**src/rtl/ew_pkg.sv**
```systemverilog
// ---------------------------------------------------------------------------
// ew_pkg -- shared definitions for the ew_* elementwise pipeline stages.
//
// Holds the default tile geometry (lanes per token, lane width), the
// lane/lane-vector typedefs that stages and benches share, and a helper
// that sizes FIFO occupancy counters.
// ---------------------------------------------------------------------------
package ew_pkg;

    localparam int EW_TILE_SIZE = 4;    // lanes per token
    localparam int EW_W         = 16;   // bits per lane

    typedef logic [EW_W-1:0]               lane_t;
    typedef lane_t [EW_TILE_SIZE-1:0]      lane_vec_t;

    // Occupancy counter width for a FIFO of the given depth. One extra bit
    // so that "full" (level == depth) is representable.
    function automatic int ew_level_w(input int depth);
        return $clog2(depth) + 1;
    endfunction

endpackage : ew_pkg

```
**src/rtl/ew_join_vec4_if.sv**
```systemverilog
// ---------------------------------------------------------------------------
// ew_join_vec4_if -- stream bundle for the lam/u join stage.
//
// Carries two input streams (lam, u), the joined output stream and the
// FIFO occupancy indicators.
//   master : environment side (drives input streams, accepts output)
//   slave  : join stage side
// Signals:
//   lam_valid/lam_ready/lam_vec  lam input stream (Q0.16 unsigned lanes)
//   u_valid/u_ready/u_vec        u input stream (Q8.8 signed lanes)
//   out_valid/out_ready          joined output handshake
//   lam_out/u_out                joined lanes, bit-exact copies of inputs
//   s_addr                       state slot for the current output token
//   lam_level/u_level            input FIFO occupancies
// ---------------------------------------------------------------------------
interface ew_join_vec4_if
    import ew_pkg::*;
#(
    parameter int TILE_SIZE  = EW_TILE_SIZE,
    parameter int W          = EW_W,
    parameter int S_ADDR_W   = 10,
    parameter int FIFO_DEPTH = 4
);

    localparam int LVL_W = ew_level_w(FIFO_DEPTH);

    logic                           lam_valid;
    logic                           lam_ready;
    logic [TILE_SIZE-1:0][W-1:0]    lam_vec;

    logic                           u_valid;
    logic                           u_ready;
    logic [TILE_SIZE-1:0][W-1:0]    u_vec;

    logic                           out_valid;
    logic                           out_ready;
    logic [TILE_SIZE-1:0][W-1:0]    lam_out;
    logic [TILE_SIZE-1:0][W-1:0]    u_out;
    logic [S_ADDR_W-1:0]            s_addr;

    logic [LVL_W-1:0]               lam_level;
    logic [LVL_W-1:0]               u_level;

    modport master (
        output lam_valid, lam_vec, u_valid, u_vec, out_ready,
        input  lam_ready, u_ready, out_valid, lam_out, u_out, s_addr,
               lam_level, u_level
    );

    modport slave (
        input  lam_valid, lam_vec, u_valid, u_vec, out_ready,
        output lam_ready, u_ready, out_valid, lam_out, u_out, s_addr,
               lam_level, u_level
    );

endinterface : ew_join_vec4_if

```
**src/rtl/ew_fifo_vec.sv**
```systemverilog
// ---------------------------------------------------------------------------
// ew_fifo_vec -- small synchronous FIFO with occupancy output and flush.
//
// Ports:
//   clk, rst_n   clock, asynchronous active-low reset (pointers/level only)
//   flush        synchronous empty; overrides push and pop in that cycle
//   push, din    write request / data; ignored when full
//   pop          read request; ignored when empty
//   dout         head entry (valid while level != 0)
//   level        number of stored entries (0..DEPTH)
//   full         level == DEPTH; depends on state only, never on pop
//
// DEPTH must be a power of two so the pointers wrap for free. Storage is a
// plain register array read asynchronously: the head must be visible in
// the same cycle it becomes valid, and the array is only a few entries.
// ---------------------------------------------------------------------------
module ew_fifo_vec
    import ew_pkg::*;
#(
    parameter int WIDTH = EW_TILE_SIZE * EW_W,
    parameter int DEPTH = 4
) (
    input  logic                         clk,
    input  logic                         rst_n,
    input  logic                         flush,
    input  logic                         push,
    input  logic [WIDTH-1:0]             din,
    input  logic                         pop,
    output logic [WIDTH-1:0]             dout,
    output logic [ew_level_w(DEPTH)-1:0] level,
    output logic                         full
);

    localparam int AW    = $clog2(DEPTH);
    localparam int LVL_W = ew_level_w(DEPTH);

    logic [WIDTH-1:0] mem [DEPTH];

    logic [AW-1:0]    wr_ptr_q, wr_ptr_d;
    logic [AW-1:0]    rd_ptr_q, rd_ptr_d;
    logic [LVL_W-1:0] level_q,  level_d;

    logic             empty;
    logic             do_push;
    logic             do_pop;

    assign full    = (level_q == LVL_W'(DEPTH));
    assign empty   = (level_q == '0);
    assign do_push = push && !full  && !flush;
    assign do_pop  = pop  && !empty && !flush;

    always_comb begin
        wr_ptr_d = wr_ptr_q;
        rd_ptr_d = rd_ptr_q;
        level_d  = level_q;
        if (flush) begin
            wr_ptr_d = '0;
            rd_ptr_d = '0;
            level_d  = '0;
        end else begin
            if (do_push) wr_ptr_d = wr_ptr_q + 1'b1;
            if (do_pop)  rd_ptr_d = rd_ptr_q + 1'b1;
            // Push and pop together leave the level untouched.
            if (do_push && !do_pop)
                level_d = level_q + 1'b1;
            else if (!do_push && do_pop)
                level_d = level_q - 1'b1;
        end
    end

    always_ff @(posedge clk or negedge rst_n) begin
        if (!rst_n) begin
            wr_ptr_q <= '0;
            rd_ptr_q <= '0;
            level_q  <= '0;
        end else begin
            wr_ptr_q <= wr_ptr_d;
            rd_ptr_q <= rd_ptr_d;
            level_q  <= level_d;
        end
    end

    // Storage is deliberately not reset; contents are only observed
    // through the pointers.
    always_ff @(posedge clk) begin
        if (do_push)
            mem[wr_ptr_q] <= din;
    end

    assign dout  = mem[rd_ptr_q];
    assign level = level_q;

endmodule : ew_fifo_vec

```
**src/rtl/ew_join_vec4.sv**
```systemverilog
// ---------------------------------------------------------------------------
// ew_join_vec4 -- joins the lam and u token streams for the EMA update.
//
// Each input stream is buffered in its own ew_fifo_vec. A joined token is
// offered whenever both FIFOs hold data; on acceptance both FIFOs pop
// together and the state-slot counter (s_addr) advances, wrapping at
// S_DEPTH. The leading stream is back-pressured once its FIFO is full, so
// skew up to FIFO_DEPTH tokens is absorbed without loss.
//
// Ports:
//   clk    clock
//   rst_n  asynchronous active-low reset (drops readies immediately)
//   clr    synchronous flush + address restart, overrides push/pop
//   bus    ew_join_vec4_if.slave stream bundle
// ---------------------------------------------------------------------------
module ew_join_vec4
    import ew_pkg::*;
#(
    parameter int TILE_SIZE  = EW_TILE_SIZE,
    parameter int W          = EW_W,
    parameter int S_ADDR_W   = 10,
    parameter int S_DEPTH    = 64,
    parameter int FIFO_DEPTH = 4
) (
    input  logic          clk,
    input  logic          rst_n,
    input  logic          clr,
    ew_join_vec4_if.slave bus
);

    localparam int VEC_W = TILE_SIZE * W;
    localparam int LVL_W = ew_level_w(FIFO_DEPTH);

    logic [VEC_W-1:0]    lam_din, lam_head;
    logic [VEC_W-1:0]    u_din,   u_head;
    logic [LVL_W-1:0]    lam_level, u_level;
    logic                lam_full,  u_full;
    logic                lam_ready, u_ready;
    logic                lam_push,  u_push;
    logic                out_valid;
    logic                fire;

    logic [S_ADDR_W-1:0] addr_q, addr_d;

    // Flatten lanes into FIFO words and back; lane order is preserved so
    // the output is a bit-exact copy of what was pushed.
    for (genvar gi = 0; gi < TILE_SIZE; gi++) begin : g_lane
        assign lam_din[gi*W +: W] = bus.lam_vec[gi];
        assign u_din[gi*W +: W]   = bus.u_vec[gi];
        assign bus.lam_out[gi]    = lam_head[gi*W +: W];
        assign bus.u_out[gi]      = u_head[gi*W +: W];
    end

    // Readiness looks only at the registered full flag (never at a
    // same-cycle pop). rst_n is included so ready drops the instant reset
    // asserts rather than waiting for the next edge.
    assign lam_ready = rst_n && !lam_full && !clr;
    assign u_ready   = rst_n && !u_full   && !clr;
    assign lam_push  = bus.lam_valid && lam_ready;
    assign u_push    = bus.u_valid   && u_ready;

    assign out_valid = (lam_level != '0) && (u_level != '0);
    // A clr cycle discards the pop; the FIFOs also gate it via flush.
    assign fire      = out_valid && bus.out_ready && !clr;

    ew_fifo_vec #(
        .WIDTH (VEC_W),
        .DEPTH (FIFO_DEPTH)
    ) u_lam_fifo (
        .clk   (clk),
        .rst_n (rst_n),
        .flush (clr),
        .push  (lam_push),
        .din   (lam_din),
        .pop   (fire),
        .dout  (lam_head),
        .level (lam_level),
        .full  (lam_full)
    );

    ew_fifo_vec #(
        .WIDTH (VEC_W),
        .DEPTH (FIFO_DEPTH)
    ) u_u_fifo (
        .clk   (clk),
        .rst_n (rst_n),
        .flush (clr),
        .push  (u_push),
        .din   (u_din),
        .pop   (fire),
        .dout  (u_head),
        .level (u_level),
        .full  (u_full)
    );

    always_comb begin
        addr_d = addr_q;
        if (clr)
            addr_d = '0;
        else if (fire)
            addr_d = (addr_q == S_ADDR_W'(S_DEPTH - 1)) ? '0 : addr_q + 1'b1;
    end

    always_ff @(posedge clk or negedge rst_n) begin
        if (!rst_n)
            addr_q <= '0;
        else
            addr_q <= addr_d;
    end

    assign bus.lam_ready = lam_ready;
    assign bus.u_ready   = u_ready;
    assign bus.out_valid = out_valid;
    assign bus.s_addr    = addr_q;
    assign bus.lam_level = lam_level;
    assign bus.u_level   = u_level;

endmodule : ew_join_vec4
```
**src/flat_wrapper.sv**
```systemverilog
// flat-port wrapper written by rule: the top's interface ports become plain ports
module ew_join_vec4_flat import ew_pkg::*;
#(
    parameter int TILE_SIZE  = EW_TILE_SIZE,
    parameter int W          = EW_W,
    parameter int S_ADDR_W   = 10,
    parameter int S_DEPTH    = 64,
    parameter int FIFO_DEPTH = 4
)
  (clk, rst_n, clr, bus_lam_valid, bus_lam_vec, bus_u_valid, bus_u_vec, bus_out_ready, bus_lam_ready, bus_u_ready, bus_out_valid, bus_lam_out, bus_u_out, bus_s_addr, bus_lam_level, bus_u_level);
  ew_join_vec4_if #(.TILE_SIZE(TILE_SIZE), .W(W), .S_ADDR_W(S_ADDR_W), .FIFO_DEPTH(FIFO_DEPTH)) bus_i ();
  input  logic clk;
  input  logic rst_n;
  input  logic clr;
  input wire logic [$bits(bus_i.lam_valid)-1:0] bus_lam_valid;
  input wire logic [$bits(bus_i.lam_vec)-1:0] bus_lam_vec;
  input wire logic [$bits(bus_i.u_valid)-1:0] bus_u_valid;
  input wire logic [$bits(bus_i.u_vec)-1:0] bus_u_vec;
  input wire logic [$bits(bus_i.out_ready)-1:0] bus_out_ready;
  output wire logic [$bits(bus_i.lam_ready)-1:0] bus_lam_ready;
  output wire logic [$bits(bus_i.u_ready)-1:0] bus_u_ready;
  output wire logic [$bits(bus_i.out_valid)-1:0] bus_out_valid;
  output wire logic [$bits(bus_i.lam_out)-1:0] bus_lam_out;
  output wire logic [$bits(bus_i.u_out)-1:0] bus_u_out;
  output wire logic [$bits(bus_i.s_addr)-1:0] bus_s_addr;
  output wire logic [$bits(bus_i.lam_level)-1:0] bus_lam_level;
  output wire logic [$bits(bus_i.u_level)-1:0] bus_u_level;
  assign bus_i.lam_valid = bus_lam_valid;
  assign bus_i.lam_vec = bus_lam_vec;
  assign bus_i.u_valid = bus_u_valid;
  assign bus_i.u_vec = bus_u_vec;
  assign bus_i.out_ready = bus_out_ready;
  assign bus_lam_ready = bus_i.lam_ready;
  assign bus_u_ready = bus_i.u_ready;
  assign bus_out_valid = bus_i.out_valid;
  assign bus_lam_out = bus_i.lam_out;
  assign bus_u_out = bus_i.u_out;
  assign bus_s_addr = bus_i.s_addr;
  assign bus_lam_level = bus_i.lam_level;
  assign bus_u_level = bus_i.u_level;
  ew_join_vec4 #(.TILE_SIZE(TILE_SIZE), .W(W), .S_ADDR_W(S_ADDR_W), .S_DEPTH(S_DEPTH), .FIFO_DEPTH(FIFO_DEPTH)) u_core (.clk(clk), .rst_n(rst_n), .clr(clr), .bus(bus_i));
endmodule
```
**config.mk**
```make
export PLATFORM = sky130hd
export DESIGN_NAME = ew_join_vec4_flat
export DESIGN_NICKNAME = d
export VERILOG_FILES = /design/src/rtl/ew_pkg.sv /design/src/rtl/ew_join_vec4_if.sv /design/src/rtl/ew_fifo_vec.sv /design/src/rtl/ew_join_vec4.sv /design/src/flat_wrapper.sv
export SDC_FILE = /design/constraint.sdc
export NUM_CORES = 1
export LEC_CHECK = 0
export ABC_AREA = 1
export CORE_MARGIN = 2
export CORE_UTILIZATION = 55
export DETAILED_ROUTE_END_ITERATION = 10
export GPL_ROUTABILITY_DRIVEN = 1
export PLACE_DENSITY = 0.86
export REMOVE_ABC_BUFFERS = 1
export SLEW_MARGIN = 20
export SYNTH_ARGS = -nofsm -noshare
export SYNTH_HDL_FRONTEND = slang
export SYNTH_SLANG_ARGS = --single-unit
```
**constraint.sdc**
```tcl
create_clock -name clk -period 8.05 [get_ports clk]
set_clock_uncertainty 0.1 [all_clocks]
set_input_delay 2.415 -clock clk [delete_from_list [all_inputs] [get_ports clk]]
set_output_delay 2.415 -clock clk [all_outputs]
set_load 0.01 [all_outputs]
```
==> flow_summary.yaml, run 1 <==
logic_synthesis:
  synth-simple-area-share_pct: 6.846
  yosys-mux-area-fraction_pct: 0
  ys_ff_latch: 536
  synth-edff-count: 512
  synth_adder_area_share_pct: 0.7491
  synthTopCellsByCount: "edfxtp_1 (512), nor2_1 (267), o21ai_0 (233)"
  synth_compound_gate_area_share_pct: 11.06
  yosysSeqAreaShare_pct: 78.40
  synth-main-ff-cell: "edfxtp_1"
  synth-xor-area-share_pct: 0.2579
  synth.most_common_cell: "edfxtp_1"
  synth.distinct_cells: 31
  synthTopCellsByArea: "edfxtp_1 (75%), o21ai_0 (5.7%), nor2_1 (4.9%)"
  syn_inst: 1433
  synthesis.yosys.warnings: 0
  yosys.area.top_type_share_pct: 75.45
  asyncSetResetFlopFracSynth_pct: 4.478
  post-synth-top-area-cell: "edfxtp_1"
  synthesis.area_sq_um: 20380
  dominant_combinational_cell_family_by_area_after_synthesis: "compound AO/OA/AOI/OAI gates"
  syn_avg_cell_area_sq_um: 14.22
floorplan:
  die_area_sq_um: 38600
  boundaryPins: 281
  chipWidth_um: 196.5
  chipHeight_um: 196.5
  fp-row-count: 70
  core_area_sq_um: 36520
  floorplan.initialDensity_pct: 55.79
pwr:
  clockPowerShare_pct: 32.1
  power_leakage_nw: 8.475
  power.switching_mw: 2.092
  p_sw_share_pct: 28.49
  p_comb_share_pct: 24.2
  ir_worst_vdd_uv: 287.4
  power_density_nw_per_um2: 290.4
  cell_internal_pwr_mw: 5.252
  share_seq_of_total_power_pct: 43.7
critical_path:
  crit-reg2reg-launch: "u_core.u_u_fifo.level[0]"
  path_max_fanout: 25
  classification_of_the_worst_setup_path: "primary input to output pin"
  timing.critical_path.from: "rst_n"
  required_time_at_the_worst_slack_endpoint_ps: 5540
  critPathCaptureType: "output pin"
  critical_path.startpoint_type: "primary input"
  timing.critical_path.arrival_ps: 4030
cts:
  htree_num_levels: 2
  clock_insertion_delay_worst_skew_ps: 590
  cts_hold_buf: 0
  cts_tree: "done"
  post_cts_setup_buffer_count: 0
  ctsResizeCount: 0
  tritoncts.num_buffers: 53
  clockBufferDepth: 3
  cts_sinks: 536
  clk_pin_slew_worst_paths_ps: 60
  cts_root_buf: "clkbuf_16"
timing:
  setup_tns_final_ps: 0
  worstMarginPinSlew_ps: 1084
  final_min_period_over_clock_period_pct: 81.30
  worst_slew_margin_rel_pct: 27.76
  finalHoldViolCount: 0
  period_needed_ps: 6545
  grt_setup_unrepaired: "no"
  fin_hold_ws_ps: 406.9
  final-setup-viol-count: 0
  maxSlewViolCount: 0
  maxClockFrequency_ghz: 0.1528
detailed_routing:
  drc_errors: 0
  avgViaCountPerCell: 5.847
  wirelength_um: 47550
  route.antenna.remaining_nets: 0
  detailedRoute.firstIterationViolations: 1124
  num_vias: 12950
  avgRoutedWirePerCell_um: 21.47
  dr.pass1.iters: 6
grt:
  grt_max_degree: 111
  grt_overflow_total: 0
  met1_usage_pct: 30.69
  routing_usage_on_met2_pct: 41.08
  first_global_vias: 13200
  global_route.usage.total_pct: 24.53
  global_routing_usage_on_met3_pct: 7.324
  antenna_found_initial: 2
  grt.busiest_layer: "met2"
  grt_pass1_wl_um: 72740
min_path:
  hold_path_startpoint: "u_core.u_lam_fifo.level[0]"
  min-delay-path-class: "flop to flop"
final_layout:
  synthToLayoutAreaGrowth_pct: 24.10
  num-nets-final: 1848
  layout.core_utilization_pct: 69.24
  drive_gt1_share_pct: 7.675
flow_run:
  max_capacitance_violation_count: 0
placement:
  dp_hpwl_um: 27260
  finalWeightedCongestion: 0.8358
  port-buffer-count: 280
run_status:
  run_status: "finished clean"
state kept, by name, indices dropped and copies added (netlist names):
name,flops
u_core.u_lam_fifo.mem,256
u_core.u_u_fifo.mem,256
u_core.bus.s_addr,10
u_core.u_lam_fifo.level,3
u_core.u_u_fifo.level,3
u_core.u_lam_fifo.rd_ptr_q,2
u_core.u_lam_fifo.wr_ptr_q,2
u_core.u_u_fifo.rd_ptr_q,2
u_core.u_u_fifo.wr_ptr_q,2
power groups by stage:
stage	Sequential, mW	Clock [mW]	Combinational [mW]
2_1_floorplan	3.32	0	0.741
3_3_place_gp	3.26	0	1.68
3_5_place_dp	3.27	0	1.75
4_1_cts	3.21	2.39	1.78
5_1_grt	3.22	2.50	1.91
6_report	3.21	2.36	1.77
placed cells by master, fill, tap and decap left out, types with 4 or more instances in the layout:
cell             count
buf_4               20
inv_1               34
o21ai_0            233
nand4_1              4
ha_1                 9
nand2_1             38
nand3_1             10
clkinv_1             6
edfxtp_1           512
inv_6                4
clkbuf_16           53
a21oi_1              5
o21ai_1             40
clkbuf_1            17
inv_2                7
nor2_1             259
nor2_4               9
o22ai_1            134
clkdlybuf4s50_1    280
dfrtp_1             22
clkinv_2            10
nand2_2              5
logic make-up after synthesis:
kind of cell / after synthesis
AO/OA/AOI/OAI: 414
adder cells (fa/ha/maj): 11
flip-flops: 536
buffers and inverters: 131
XOR/XNOR: 6
AND/OR/NAND/NOR: 335
worst max-delay path: stages:
cell and delay (ps):
clkdlybuf4s50_1 460, buf_4 330, nand2_4 90, inv_4 80
nand2_4 70, inv_1 60, clkdlybuf4s50_1 520
worst paths after layout:
check	end	slack, ps	depth (start not counted)
worst max-delay path	bus_lam_ready	1510	7
worst min-delay path	u_core.u_lam_fifo.level[0]	410	1
worst max register to register	u_core.u_u_fifo.mem[1][31]	5380	5
worst min register to register	u_core.u_lam_fifo.level[0]	410	1
max in group asynchronous	u_core.u_u_fifo.rd_ptr_q[0]	5450	2
min in group asynchronous	u_core.u_lam_fifo.level[0]	2110	2
per-layer routing:
metal  share of wire (%)  wire [um]  up-vias
met1                  37      17640     6327
met3                  11       5202       81
li1                    -          -     5883
met5               0.027         13        -
met2                  50      23610      658
met4                 2.3       1091        2
area by class of cell:
type | count | area [sq um]
Antenna cell | 1 | 2.502
Clock buffer | 73 | 1431
Clock inverter | 25 | 236.5
Fill cell | 2287 | 11230
Inverter | 46 | 182.7
Multi-Input combinational cell | 766 | 3914
Sequential cell | 536 | 15980
Tap cell | 468 | 585.6
Timing Repair Buffer | 300 | 2953
metrics by stage:
step / instance area, sq um / instances / worst slack [ps] / total power, mW
floorplan: 20010 / 1348 / 1775 / 4.065
global placement: 23620 / 2116 / 1503 / 4.944
detailed placement: 23620 / 2116 / 1490 / 5.016
CTS: 25290 / 2214 / 1491 / 7.380
global route: 25290 / 2214 / 1416 / 7.632
finish: 25290 / 2215 / 1505 / 7.345
No activity file was read; power rests on OpenSTA's default activity.
==> run 2: changes to the inputs <==
CORE_UTILIZATION = 49   (was 55)
PLACE_DENSITY = 0.81   (was 0.86)
clock period = 5.4 ns   (was 8.05 ns; I/O delays follow)
==> flow_summary.yaml, run 2 (synthesized netlist as in run 1, its figures left out) <==
grt:
  grt.busiest_layer: "met2"
  global_routing_usage_on_met3_pct: 6.626
  met1_usage_pct: 25.35
  routing_usage_on_met2_pct: 34.49
  grt_pass1_wl_um: 69500
  grt_max_degree: 89
  antenna_found_initial: 0
  grt_overflow_total: 0
  first_global_vias: 12730
  global_route.usage.total_pct: 20.49
final_layout:
  num-nets-final: 1853
  n_fill_cell: 2876
  drive_gt1_share_pct: 7.890
  seqCellArea_sq_um: 15980
  num_antenna_cells: 0
  layout.cells.most_common: "edfxtp_1"
  final_cell_mix: "edfxtp_1 (512), clkdlybuf4s50_1 (280), nor2_1 (259)"
  finalNonFillerCells: 2281
  multi_input_comb_area_sq_um: 3914
  synthToLayoutAreaGrowth_pct: 25.84
pwr:
  power_leakage_nw: 8.576
  clockPowerShare_pct: 33.0
  cell_internal_pwr_mw: 8.032
  power.switching_mw: 3.080
  power_density_nw_per_um2: 433.3
  p_comb_share_pct: 24.0
  p_sw_share_pct: 27.72
  ir_worst_vdd_uv: 342.6
  share_seq_of_total_power_pct: 43.0
cts:
  post_cts_setup_buffer_count: 0
  tritoncts.num_buffers: 51
  clockBufferDepth: 3
  cts_sinks: 536
  cts_root_buf: "clkbuf_16"
  clk_pin_slew_worst_paths_ps: 70
  cts_tree: "done"
  clock_insertion_delay_worst_skew_ps: 590
  cts_hold_buf: 0
  ctsResizeCount: 0
  htree_num_levels: 2
critical_path:
  required_time_at_the_worst_slack_endpoint_ps: 3680
  path_max_fanout: 88
  critPathCaptureType: "output pin"
  crit_path_cell_trace: "buf_4 > buf_4 > o21ai_0 > o22ai_1 > clkdlybuf4s50_1"
  critPathMostFrequentCell: "buf_4"
  critical_path.startpoint_type: "flop"
  crit_path_top_delay_cell: "buf_4"
  timing.critical_path.slowest_cell_delay_ps: 760
  timing.critical_path.arrival_ps: 3310
  classification_of_the_worst_setup_path: "flop to output pin"
timing:
  final-setup-viol-count: 0
  final_min_period_over_clock_period_pct: 93.21
  worstMarginPinSlew_ps: 855.8
  period_needed_ps: 5033
  finalHoldViolCount: 0
  setup_tns_final_ps: 0
  worst_slew_margin_rel_pct: 42.95
  fin_hold_ws_ps: 416.2
  maxClockFrequency_ghz: 0.1987
  maxSlewViolCount: 0
  grt_setup_unrepaired: "no"
flow_run:
  max_capacitance_violation_count: 0
floorplan:
  chipHeight_um: 207.9
  boundaryPins: 281
  chipWidth_um: 207.9
  core_area_sq_um: 40920
  die_area_sq_um: 43230
  fp-row-count: 74
  floorplan.initialDensity_pct: 49.79
placement:
  port-buffer-count: 280
  dp_hpwl_um: 26340
  finalWeightedCongestion: 0.8027
  place.detailed.instances: 2187
detailed_routing:
  route.antenna.remaining_nets: 0
  num_vias: 12850
  drc_errors: 0
  avgViaCountPerCell: 5.631
  dr.pass1.iters: 6
  wirelength_um: 45580
  avgRoutedWirePerCell_um: 19.98
  detailedRoute.firstIterationViolations: 1041
run_status:
  run_status: "finished clean"
min_path:
  min-delay-path-class: "flop to flop"
## run 2: power groups by stage
| stage | clock network, mW | logic (mW) | registers [mW] |
|---|---|---|---|
| after floorplan | 0 | 1.10 | 4.96 |
| after global placement | 0 | 2.58 | 4.85 |
| after detailed placement | 0 | 2.66 | 4.86 |
| after CTS | 3.73 | 2.68 | 4.77 |
| after global routing | 3.88 | 2.88 | 4.78 |
| final | 3.67 | 2.67 | 4.77 |
## run 2: layout make-up
| class | instances | share of cell area [%] |
|---|---|---|
| Clock buffer | 61 | 5.123 |
| Inverter | 46 | 0.7124 |
| Sequential cell | 536 | 62.33 |
| Tap cell | 532 | 2.596 |
| Clock inverter | 33 | 1.674 |
| Multi-Input combinational cell | 766 | 15.26 |
| Timing Repair Buffer | 307 | 12.31 |
## run 2: through the flow
stage          area, sq um  utilization, %  setup WS, ps  power (mW)
5_1_grt              25640           62.66         182.3       11.55
2_1_floorplan        20010               -        -79.64       6.060
6_report             25640           62.66         366.6       11.11
4_1_cts              25640           62.66         323.5       11.18
3_3_place_gp         23900           58.40         531.0       7.436
3_5_place_dp         23900           58.40         534.9       7.518
## run 2: worst max-delay path, delay by kind of cell, from the launching register on
| kind | cells | cell delay (ps) |
|---|---|---|
| flip-flops | 1 | 410 |
| AO/OA/AOI/OAI | 2 | 550 |
| buffers and inverters | 3 | 1740 |
## run 2: final timing paths
check | startpoint | end | slack [ps] | cells past startpoint
setup / recovery | u_core.u_lam_fifo.rd_ptr_q[0] | bus_lam_out[22] | 370 | 5
hold / removal | u_core.u_lam_fifo.level[0] | u_core.u_lam_fifo.level[0] | 420 | 1
setup reg to reg | u_core.u_u_fifo.level[0] | u_core.u_u_fifo.level[2] | 3190 | 13
hold reg to reg | u_core.u_lam_fifo.level[0] | u_core.u_lam_fifo.level[0] | 420 | 1
max in group asynchronous | rst_n | u_core.u_lam_fifo.rd_ptr_q[0] | 3500 | 2
min in group asynchronous | rst_n | u_core.u_u_fifo.rd_ptr_q[0] | 1420 | 2
## run 2: routing by layer
layer / part of all wire, % / vias to the layer above
li1: - / 5899
met4: 2.1 / 0
met2: 49 / 528
met5: 0 / -
met3: 9.5 / 72
met1: 39 / 6346
